[src/rtl/kf_param_loader.sv]
// Write-side sequencer for the Kalman filter memory registers: turns a load command
// plus a valid/ready word stream into registered data-bank, Q and R write strobes.
module kf_param_loader #(
    parameter int W     = 24,
    parameter int DEPTH = 32,
    parameter int ADDRW = 5
) (
    input  logic             clk,
    input  logic             rst,
    input  logic             start,
    input  logic [ADDRW-1:0] base_addr,
    input  logic [ADDRW:0]   count,
    input  logic             load_qr,
    output logic             busy,
    output logic             done,
    output logic             err,
    input  logic             s_valid,
    output logic             s_ready,
    input  logic [W-1:0]     s_data,
    output logic             db_we,
    output logic [ADDRW-1:0] db_waddr,
    output logic [W-1:0]     db_wdata,
    output logic             rq_we,
    output logic [W-1:0]     rq_d,
    output logic             rd_we,
    output logic [W-1:0]     rd_d
);

    localparam logic [2:0] ST_IDLE = 3'd0;
    localparam logic [2:0] ST_DB   = 3'd1;
    localparam logic [2:0] ST_Q    = 3'd2;
    localparam logic [2:0] ST_R    = 3'd3;
    localparam logic [2:0] ST_FIN  = 3'd4;

    localparam logic [ADDRW+1:0] DEPTH_X = (ADDRW+2)'(DEPTH);

    logic [2:0]       state;
    logic [ADDRW-1:0] addr;
    logic [ADDRW:0]   rem;
    logic             qr_flag;
    logic             err_flag;
    logic             hs;
    logic             cmd_err;
    logic [ADDRW+1:0] end_addr;

    // Range check is done two bits wider than the address so base+count cannot wrap.
    assign end_addr = {2'b00, base_addr} + {1'b0, count};
    assign cmd_err  = ((count == '0) && !load_qr)
                    || ({1'b0, count} > DEPTH_X)
                    || (end_addr > DEPTH_X);

    assign s_ready = (state == ST_DB) || (state == ST_Q) || (state == ST_R);
    assign busy    = (state != ST_IDLE);
    assign done    = (state == ST_FIN);
    assign err     = (state == ST_FIN) && err_flag;
    assign hs      = s_valid && s_ready;

    always_ff @(posedge clk) begin
        if (rst) begin
            state    <= ST_IDLE;
            addr     <= '0;
            rem      <= '0;
            qr_flag  <= 1'b0;
            err_flag <= 1'b0;
            db_we    <= 1'b0;
            db_waddr <= '0;
            db_wdata <= '0;
            rq_we    <= 1'b0;
            rq_d     <= '0;
            rd_we    <= 1'b0;
            rd_d     <= '0;
        end else begin
            db_we <= 1'b0;
            rq_we <= 1'b0;
            rd_we <= 1'b0;
            case (state)
                ST_IDLE: begin
                    if (start) begin
                        qr_flag <= load_qr;
                        addr    <= base_addr;
                        rem     <= count;
                        if (cmd_err) begin
                            err_flag <= 1'b1;
                            state    <= ST_FIN;
                        end else if (count != '0) begin
                            state <= ST_DB;
                        end else begin
                            state <= ST_Q;
                        end
                    end
                end
                ST_DB: begin
                    if (hs) begin
                        db_we    <= 1'b1;
                        db_waddr <= addr;
                        db_wdata <= s_data;
                        addr     <= addr + ADDRW'(1);
                        rem      <= rem - (ADDRW+1)'(1);
                        if (rem == (ADDRW+1)'(1)) begin
                            state <= qr_flag ? ST_Q : ST_FIN;
                        end
                    end
                end
                ST_Q: begin
                    if (hs) begin
                        rq_we <= 1'b1;
                        rq_d  <= s_data;
                        state <= ST_R;
                    end
                end
                ST_R: begin
                    if (hs) begin
                        rd_we <= 1'b1;
                        rd_d  <= s_data;
                        state <= ST_FIN;
                    end
                end
                ST_FIN: begin
                    err_flag <= 1'b0;
                    state    <= ST_IDLE;
                end
                default: state <= ST_IDLE;
            endcase
        end
    end

endmodule

[config.mk]
export PLATFORM = sky130hd
export DESIGN_NAME = kf_param_loader
export DESIGN_NICKNAME = d
export VERILOG_FILES = /design/src/rtl/kf_param_loader.sv
export SDC_FILE = /design/constraint.sdc
export NUM_CORES = 1
export LEC_CHECK = 0
export CAP_MARGIN = 20
export CORE_UTILIZATION = 39
export CTS_CLUSTER_DIAMETER = 120
export DETAILED_ROUTE_END_ITERATION = 6
export PLACE_DENSITY_LB_ADDON = 0.2
export SLEW_MARGIN = 20
export SYNTH_ARGS = -nofsm -noshare
export SYNTH_HDL_FRONTEND = slang
export SYNTH_SLANG_ARGS = --single-unit
[constraint.sdc]
create_clock -name clk -period 2.4 [get_ports clk]
set_input_delay 0.48 -clock clk [delete_from_list [all_inputs] [get_ports clk]]
set_output_delay 0.48 -clock clk [all_outputs]
set_load 0.05 [all_outputs]
## Yosys cells after proc, flatten, opt, wreduce, memory -nomap -nowiden

Cells that the tools add are included.

| operators by class | value |
|---|---|
| order comparisons | 2 |
| bitwise operators | 3 |
| equality and inequality tests | 11 |
| reduce and logical (&&, ||, !) cells | 24 |
| muxes and demuxes | 19 |
| $add $sub $neg | 3 |

Operators with widths:

| cell | count |
|---|---|
| $mux 3 | 7 |
| $mux 6 | 2 |
| $pmux 3 s4 | 1 |
| $pmux 6 s2 | 1 |
| $mux 5 | 2 |
| $ne 2x2->1 const B | 5 |
| $pmux 5 s2 | 1 |
| $reduce_and 2->1 | 4 |
| $add 5x6->7 | 1 |
| $gt 7x6->1 const B | 1 |
| $eq 3x2->1 const B | 2 |
| $eq 6x1->1 const B | 1 |
| $gt 6x6->1 const B | 1 |
| $logic_not 6->1 | 1 |
| $reduce_and 3->1 | 2 |
| $reduce_bool 6->1 | 1 |
| $reduce_or 2->1 | 3 |
| $sub 6x1->6 const B | 1 |
| $add 5x1->5 const B | 1 |
| $reduce_and 5->1 | 1 |
| $logic_or 1x1->1 | 4 |
| $reduce_bool 2->1 | 2 |
| $eq 3x1->1 const B | 1 |
| $eq 3x3->1 const B | 1 |
| 9 further kinds | 15 |

| storage, ports and cells | value |
|---|---|
| logic and storage cells | 74 |
| output and inout bits | 84 |
| bits in registers | 96 |
| bits of input ports | 40 |

## Depth between registers and ports, before layout

Gate-level depths: netlist (run 1).

| depth | value |
|---|---|
| depth after elaboration | 7 |
| depth in mapped cells | 8 |
| mapped depth without buffers | 8 |

## Worst setup path before layout (run 1)

OpenSTA, ideal clock, no wires.

| timing | value |
|---|---|
| kind | input -> register |
| start point | input port base_addr[0] |
| end point | register state[1] |
| path buffers | 0 |
| setup slack | 0.098 ns |
| required time | 2.304 ns |
| data arrival time | 2.207 ns |
| stages | 8 |
| setup time | 0.096 ns |
| path through | ha_1 > inv_1 > fa_1 > nand2b_1 > a21oi_1 > xor2_1 > o41a_1 > o41ai_2 |

| between the ends | value |
|---|---|
| longest elaborated chain between the ends | 6 |

RTL lines:

| element | RTL line | text |
|---|---|---|
| start, declared | 11 | `input logic [ADDRW-1:0] base_addr,` |
| $add 5x6->7 | 47 | `assign end_addr = {2'b00, base_addr} + {1'b0, count};` |
| $gt 7x6->1 | 50 | `\|\| (end_addr > DEPTH_X);` |
| $logic_or 1x1->1 | 50 |  |
| $mux 3 | 82 | `if (cmd_err) begin` |
| $mux 3 | 78 | `if (start) begin` |
| $pmux 3 s4 | 76 | `case (state)` |
| end signal, assigned | 100 | `state <= qr_flag ? ST_Q : ST_FIN;` |
| end, declared | 37 | `logic [2:0] state;` |

No other way between the ends. The select of a mux whose other input is x is not followed.
A chain may end at the register's enable or synchronous reset.

## Final worst setup path (run 1)

| timing | value |
|---|---|
| start point | input port base_addr[0] |
| end point | register state[2] |

The elaborated chain is that of the path after synthesis.

==> results of run 1 <==
[layout by cell type (no fill, tap or decap), types with 2 or more instances in the layout]
cell,count
nand2_1,175
a311oi_1,2
o21ai_0,11
o41ai_2,2
nand4_1,4
ha_1,8
mux2i_1,2
a31oi_1,3
nand3_1,4
a221oi_1,2
clkdlybuf4s50_1,118
a211oi_2,2
a21oi_1,95
clkbuf_8,9
o41a_1,2
buf_4,28
dfxtp_1,96
bufinv_16,2
a211oi_1,3
inv_1,8
and2_1,3
nor4_1,2
or3_1,2
nand2b_1,3
nor2_1,23
nor3b_1,3
o21ai_1,7
or3b_1,2
nor3_1,4
nand4b_1,2
[Yosys cell counts (2+ instances only)]
| cell type | n |
|---|---|
| nand3_1 | 4 |
| inv_1 | 8 |
| o21ai_0 | 11 |
| or3b_1 | 2 |
| nor3b_1 | 3 |
| or3_1 | 2 |
| nor3_2 | 2 |
| a221oi_1 | 2 |
| nor2_1 | 23 |
| nand2b_1 | 4 |
| buf_2 | 9 |
| ha_1 | 8 |
| nor3_1 | 4 |
| a211oi_1 | 3 |
| o41a_1 | 2 |
| o21ai_1 | 7 |
| clkbuf_1 | 23 |
| dfxtp_1 | 96 |
| nor4_1 | 2 |
| mux2i_1 | 2 |
| xor2_1 | 2 |
| a31oi_1 | 3 |
| nand2_1 | 175 |
| a311oi_1 | 2 |
| and2_1 | 3 |
| nand4_1 | 4 |
| nand4b_1 | 2 |
| a21oi_1 | 96 |
| a211oi_2 | 2 |
[where the power goes]
part	switching [mW]	internal, mW	leakage (nW)
Sequential	0.0579	1.64	0.776
Clock	0.536	0.584	0.103
Combinational	0.343	0.241	1.11
Total	0.937	2.46	1.99
[state kept, by name, indices dropped and copies added, names as in the netlist]
signal and cells:
addr 5, db_waddr 5, db_wdata 24, db_we 1, err_flag 1, qr_flag 1, rd_d 24, rd_we 1
rem 6, rq_d 24, rq_we 1, state 3
[worst register-to-register path: cells and delay by family (launching register included)]
family	cells	cell delay [ps]
flops	1	630
simple gates	2	800
compound gates	2	290
[cell type report]
cell class | count | area [µm²]
Clock buffer | 10 | 127.6
Clock inverter | 5 | 81.33
Fill cell | 894 | 4148
Inverter | 9 | 33.78
Multi-Input combinational cell | 385 | 1969
Sequential cell | 96 | 1922
Tap cell | 133 | 166.4
Timing Repair Buffer | 148 | 1416
[through the flow]
| stage | cells | total power, mW | worst slack [ps] | area, µm² |
|---|---|---|---|---|
| after floorplan | 523 | 2.069 | 97.51 | 4021 |
| after global placement | 771 | 2.284 | -453.4 | 5472 |
| after detailed placement | 771 | 2.301 | -530.5 | 5472 |
| after CTS | 786 | 3.426 | 0.5733 | 5692 |
| after global routing | 786 | 3.555 | 0.1641 | 5717 |
| final | 786 | 3.402 | 50.89 | 5717 |
[how the worst max path moves through the flow]
stage                       startpoint  endpoint  slack (ps)  cells after the start
after floorplan           base_addr[0]  state[1]         100                      8
after global placement    base_addr[0]  state[1]        -450                      9
after detailed placement  base_addr[0]  state[1]        -530                      9
after CTS                 base_addr[0]  state[2]         0.6                     10
after global routing      base_addr[0]  state[1]         0.2                      9
final                     base_addr[0]  state[2]          50                     10
[metal layers]
layer,up-vias,GRT usage,routed length [µm]
met5,-,0,0
met4,0,0.05383,133
met3,13,0.03650,495
met2,108,0.3610,5561
met1,1817,0.2482,4721
li1,2003,-,-
[repair_timing]
action	4_1_cts	5_1_grt
setup endpoints to repair	3	3
pin swaps	2	0
gates resized for setup	2	4
[cells by family (layout without fill, tap and decap cells)]
kind of cell / count (synthesis) / after routing / synth area share
multiplexers: 2 / 2 / 0.004978
AND/OR/NAND/NOR: 235 / 235 / 0.2470
flip-flops: 96 / 96 / 0.4779
AO/OA/AOI/OAI: 136 / 136 / 0.1907
XOR/XNOR: 3 / 3 / 0.006535
buffers and inverters: 42 / 172 / 0.04294
adder cells (fa/ha/maj): 9 / 9 / 0.02987
==> results.cfg, run 1 <==
[finish]
syn_to_final_growth_pct = 42.16
diodes = 0
drive_gt1_frac = 0.08882
fin_nets = 698
utilization = 0.5795

[sta]
slew_headroom = 0.5686
finClkSkew_ps = 11.58
setup_viol = 0
fmax_mhz = 425.7
finalSetupTns_ps = 0
min_period_ps = 2349
fin_crit_sh = 0.9788
whs_ps = 456.4
rsz0062_at_grt = no
hold_viol = 0
tightest_slew_ps = 647.1
slew_violations = 0

[routing]
first_iter_violations = 175
postRouteWirelength_um = 10910
wl_per_cell_um = 13.88
dr.pass1.iters = 5
drc = 0
vias = 3941
via_per_inst = 5.014
ant_nets = 0

[setup_path]
r2r_cells = 4
worst-path-buf-inv = 3
critPathKind = in -> reg
cp_max_fo = 2
arrival_ps = 2590
critPathRequiredTime_ps = 2640
r2r_end = rem[0]
slowest_delay_ps = 490
cp_cell_sequence = clkdlybuf4s50_1 -> ha_1 -> inv_1 -> fa_2 -> nand2b_4 -> a21oi_4 -> xor2_2 -> o41ai_2 -> buf_4 -> a211oi_1
cp-end-kind = flip-flop
cp-start-kind = primary input
r2r_start = state[0]
slowest_stage = clkdlybuf4s50_1
rrSetupSlack_ps = 590
critical-path-top-delay-family = buffers and inverters

[placement]
io_buffers = 123
dp_hpwl_um = 7716
gp_congestion = 0.8401

[hold_path]
hold-path-endpoint = db_waddr[1]
min_path_cells = 2
hold_start = db_waddr[1]
hold_class = reg -> reg

[grt]
grt_usage = 0.2021
grt_first_pass_wirelength_um = 17680
antenna_found_initial = 0
overflow = 0
grt_pass1_vias = 3657
grt_max_degree = 62

[clocking]
cts_root_buf = clkbuf_8
post_cts.repair.setup_buffers = 0
clk_pin_slew_ps = 90
clock_latency_ps = 350
cts_max_path_buffers = 2
clock-sinks = 96
cts_tree = done
hold_buffers = 0
cts_buffers = 9
cts_max_level = 3

[floorplanning]
fp.dieH_um = 103.5
boundaryPins = 124
start_util = 0.4077
fp.dieW_um = 103.5
dieArea_mm2 = 0.01072
core_area_mm2 = 0.009864
num_rows = 36

[synthesis]
ys_seq_area_frac = 0.4779
synth-edff-count = 0
syn_nets = 572
synth.distinct_cells = 46
async_flop_share = 0
synth_seq_cells = 96
ys.flop_type = dfxtp_1
synth.top_cell.area_share = 0.4779
yosys-top-cells-area = dfxtp_1 48%, nand2_1 16%, a21oi_1 12%
netlist.top_cell.by_area = dfxtp_1
syn-mean-instance-area_um2 = 7.689
synthCells = 523
synth_warnings = 0
syn_area_mm2 = 0.004021

[power_and_ir_drop]
leakagePower_nw = 1.989
power-per-cell-area_mw_per_mm2 = 595.0
vdd_drop_max_mv = 0.3398

[outcome]
status = complete, no violations

[job]
maxCapViolations = 0
No activity file was read; power rests on OpenSTA's default activity.
==> run 2: changes to the inputs <==
CORE_UTILIZATION = 42   (was 39)
TNS_END_PERCENT = 5   (was unset)
==> run 2 against run 1 <==
  * Register-to-register slack got worse by 40 ps
  * Flip-flop and latch count did not move
  * Clock-buffer cell count did not move
  * Routed wire length fell by 2.1%
  * Clock power rose by 4%
  * Final cell count fell by 0.64%
  * Sequential power barely moved
  * Die area fell by 7.0%
  * First-iteration DRC count fell by 0.57%
  * Setup slack got worse by 50 ps
  * Design area fell by 0.13%
  * Largest cell class unchanged
  * Highest routed layer unchanged
==> results.cfg, run 2 (synthesis results as in run 1) <==
[outcome]
status = complete, no violations

[finish]
fin_nets = 696
drive_gt1_frac = 0.08896
mostFrequentLayoutCells = 175 x nand2_1, 118 x clkdlybuf4s50_1, 96 x dfxtp_1
fill_cells = 840
syn_to_final_growth_pct = 41.97
reg_top3 = db_wdata: 24 flops, rd_d: 24 flops, rq_d: 24 flops
utilization = 0.6179
final_common_cell = nand2_1
diodes = 0

[routing]
wl_met2_um = 5307
topRoutingLayerUsed = met4
wl_per_cell_um = 13.68
vias = 4013
first_iter_violations = 174
postRouteWirelength_um = 10680
drc = 0
wl_met1_um = 4647
ant_nets = 0
route.met3.wl_um = 523
dr.pass1.iters = 4
via_per_inst = 5.138

[floorplanning]
dieArea_mm2 = 0.009970
boundaryPins = 124
start_util = 0.4352
core_area_mm2 = 0.009240
num_rows = 35
fp.dieH_um = 99.85
fp.dieW_um = 99.85

[placement]
dp_worst_setup_slack_ps = -532.4
io_buffers = 123
dp_hpwl_um = 7446
gp_congestion = 0.8567

[clocking]
clk_pin_slew_ps = 90
cts_max_path_buffers = 2
cts_tree = done
clock_latency_ps = 350
cts_root_buf = clkbuf_8
clock-sinks = 96
cts_max_level = 3
cts_buffers = 9

[sta]
slew_violations = 0
rsz0062_at_grt = yes
fin_crit_sh = 0.9995
slew_headroom = 0.6291
min_period_ps = 2399
fin_ws_ps = 1.199
finClkSkew_ps = 6.633
hold_viol = 0
tightest_slew_ps = 555.7
setup_viol = 0
fmax_mhz = 416.9

[power_and_ir_drop]
vdd_drop_max_mv = 0.3183
power-per-cell-area_mw_per_mm2 = 601.2
leakagePower_nw = 1.973

[job]
maxCapViolations = 0

[setup_path]
cp-start-kind = primary input
arrival_ps = 2650
cp-end-kind = flip-flop
critPathKind = in -> reg
cp_max_fo = 2
critPathRequiredTime_ps = 2650

[grt]
antenna_found_initial = 0
overflow = 0
grt_max_degree = 55
grt_usage = 0.2157
grt_pass1_vias = 3764
grt_first_pass_wirelength_um = 17300

[hold_path]
hold_class = in -> reg
[run 2: worst paths after layout]
kind	endpoint	slack (ps)	start	cells past startpoint
max reg2reg	rem[0]	550	state[0]	4
min reg2reg	rd_d[23]	450	rd_d[23]	2
min	qr_flag	400	rst	2
max	state[2]	1	base_addr[0]	10
[run 2: power breakdown]
group / internal (mW) / total [mW] / leakage (nW) / switching [mW]
Clock: 0.593 / 1.16 / 0.104 / 0.568
Combinational: 0.238 / 0.575 / 1.09 / 0.337
Sequential: 1.64 / 1.70 / 0.776 / 0.0567
Total: 2.47 / 3.43 / 1.97 / 0.962
[run 2: critical path: stages]
cell and delay (ps):
clkdlybuf4s50_1 500, ha_2 190, inv_1 50, fa_2 350, nand2b_4 160, a21oi_2 120, xor2_1 90, o41ai_1 460
buf_4 190, a211oi_1 50
[run 2: area by class of cell]
class / count / area, µm² / area share
Clock inverter: 6 / 91.34 / 0.01600
Tap cell: 129 / 161.4 / 0.02827
Multi-Input combinational cell: 385 / 1972 / 0.3454
Clock buffer: 10 / 127.6 / 0.02235
Inverter: 9 / 33.78 / 0.005917
Sequential cell: 96 / 1922 / 0.3366
Timing Repair Buffer: 146 / 1401 / 0.2455
[run 2: metal layers]
layer  up-vias  track usage
met4         0      0.06561
met2       118       0.3894
met5         -            0
met1      1876       0.2593
li1       2003            -
met3        16      0.04039
[run 2: metrics by stage]
stage | hold slack, ps | power (mW) | setup TNS [ps] | instances | cell area (µm²)
final | 398.6 | 3.432 | 0 | 781 | 5709
after global placement | 441.2 | 2.275 | -1428 | 765 | 5451
after detailed placement | 447.0 | 2.291 | -1793 | 765 | 5451
after global routing | 405.6 | 3.592 | -125.1 | 781 | 5709
after floorplan | 441.6 | 2.069 | 0 | 523 | 4021
after CTS | 386.3 | 3.443 | 0 | 781 | 5687
[run 2: repair_timing]
action / CTS / global route
buffers inserted: 0 / 0
resized for setup: 4 / 3
hold buffers: 0 / 0
hold endpoints to repair: 0 / 0
endpoints found under the setup margin: 3 / 3
pin swaps: 1 / 2
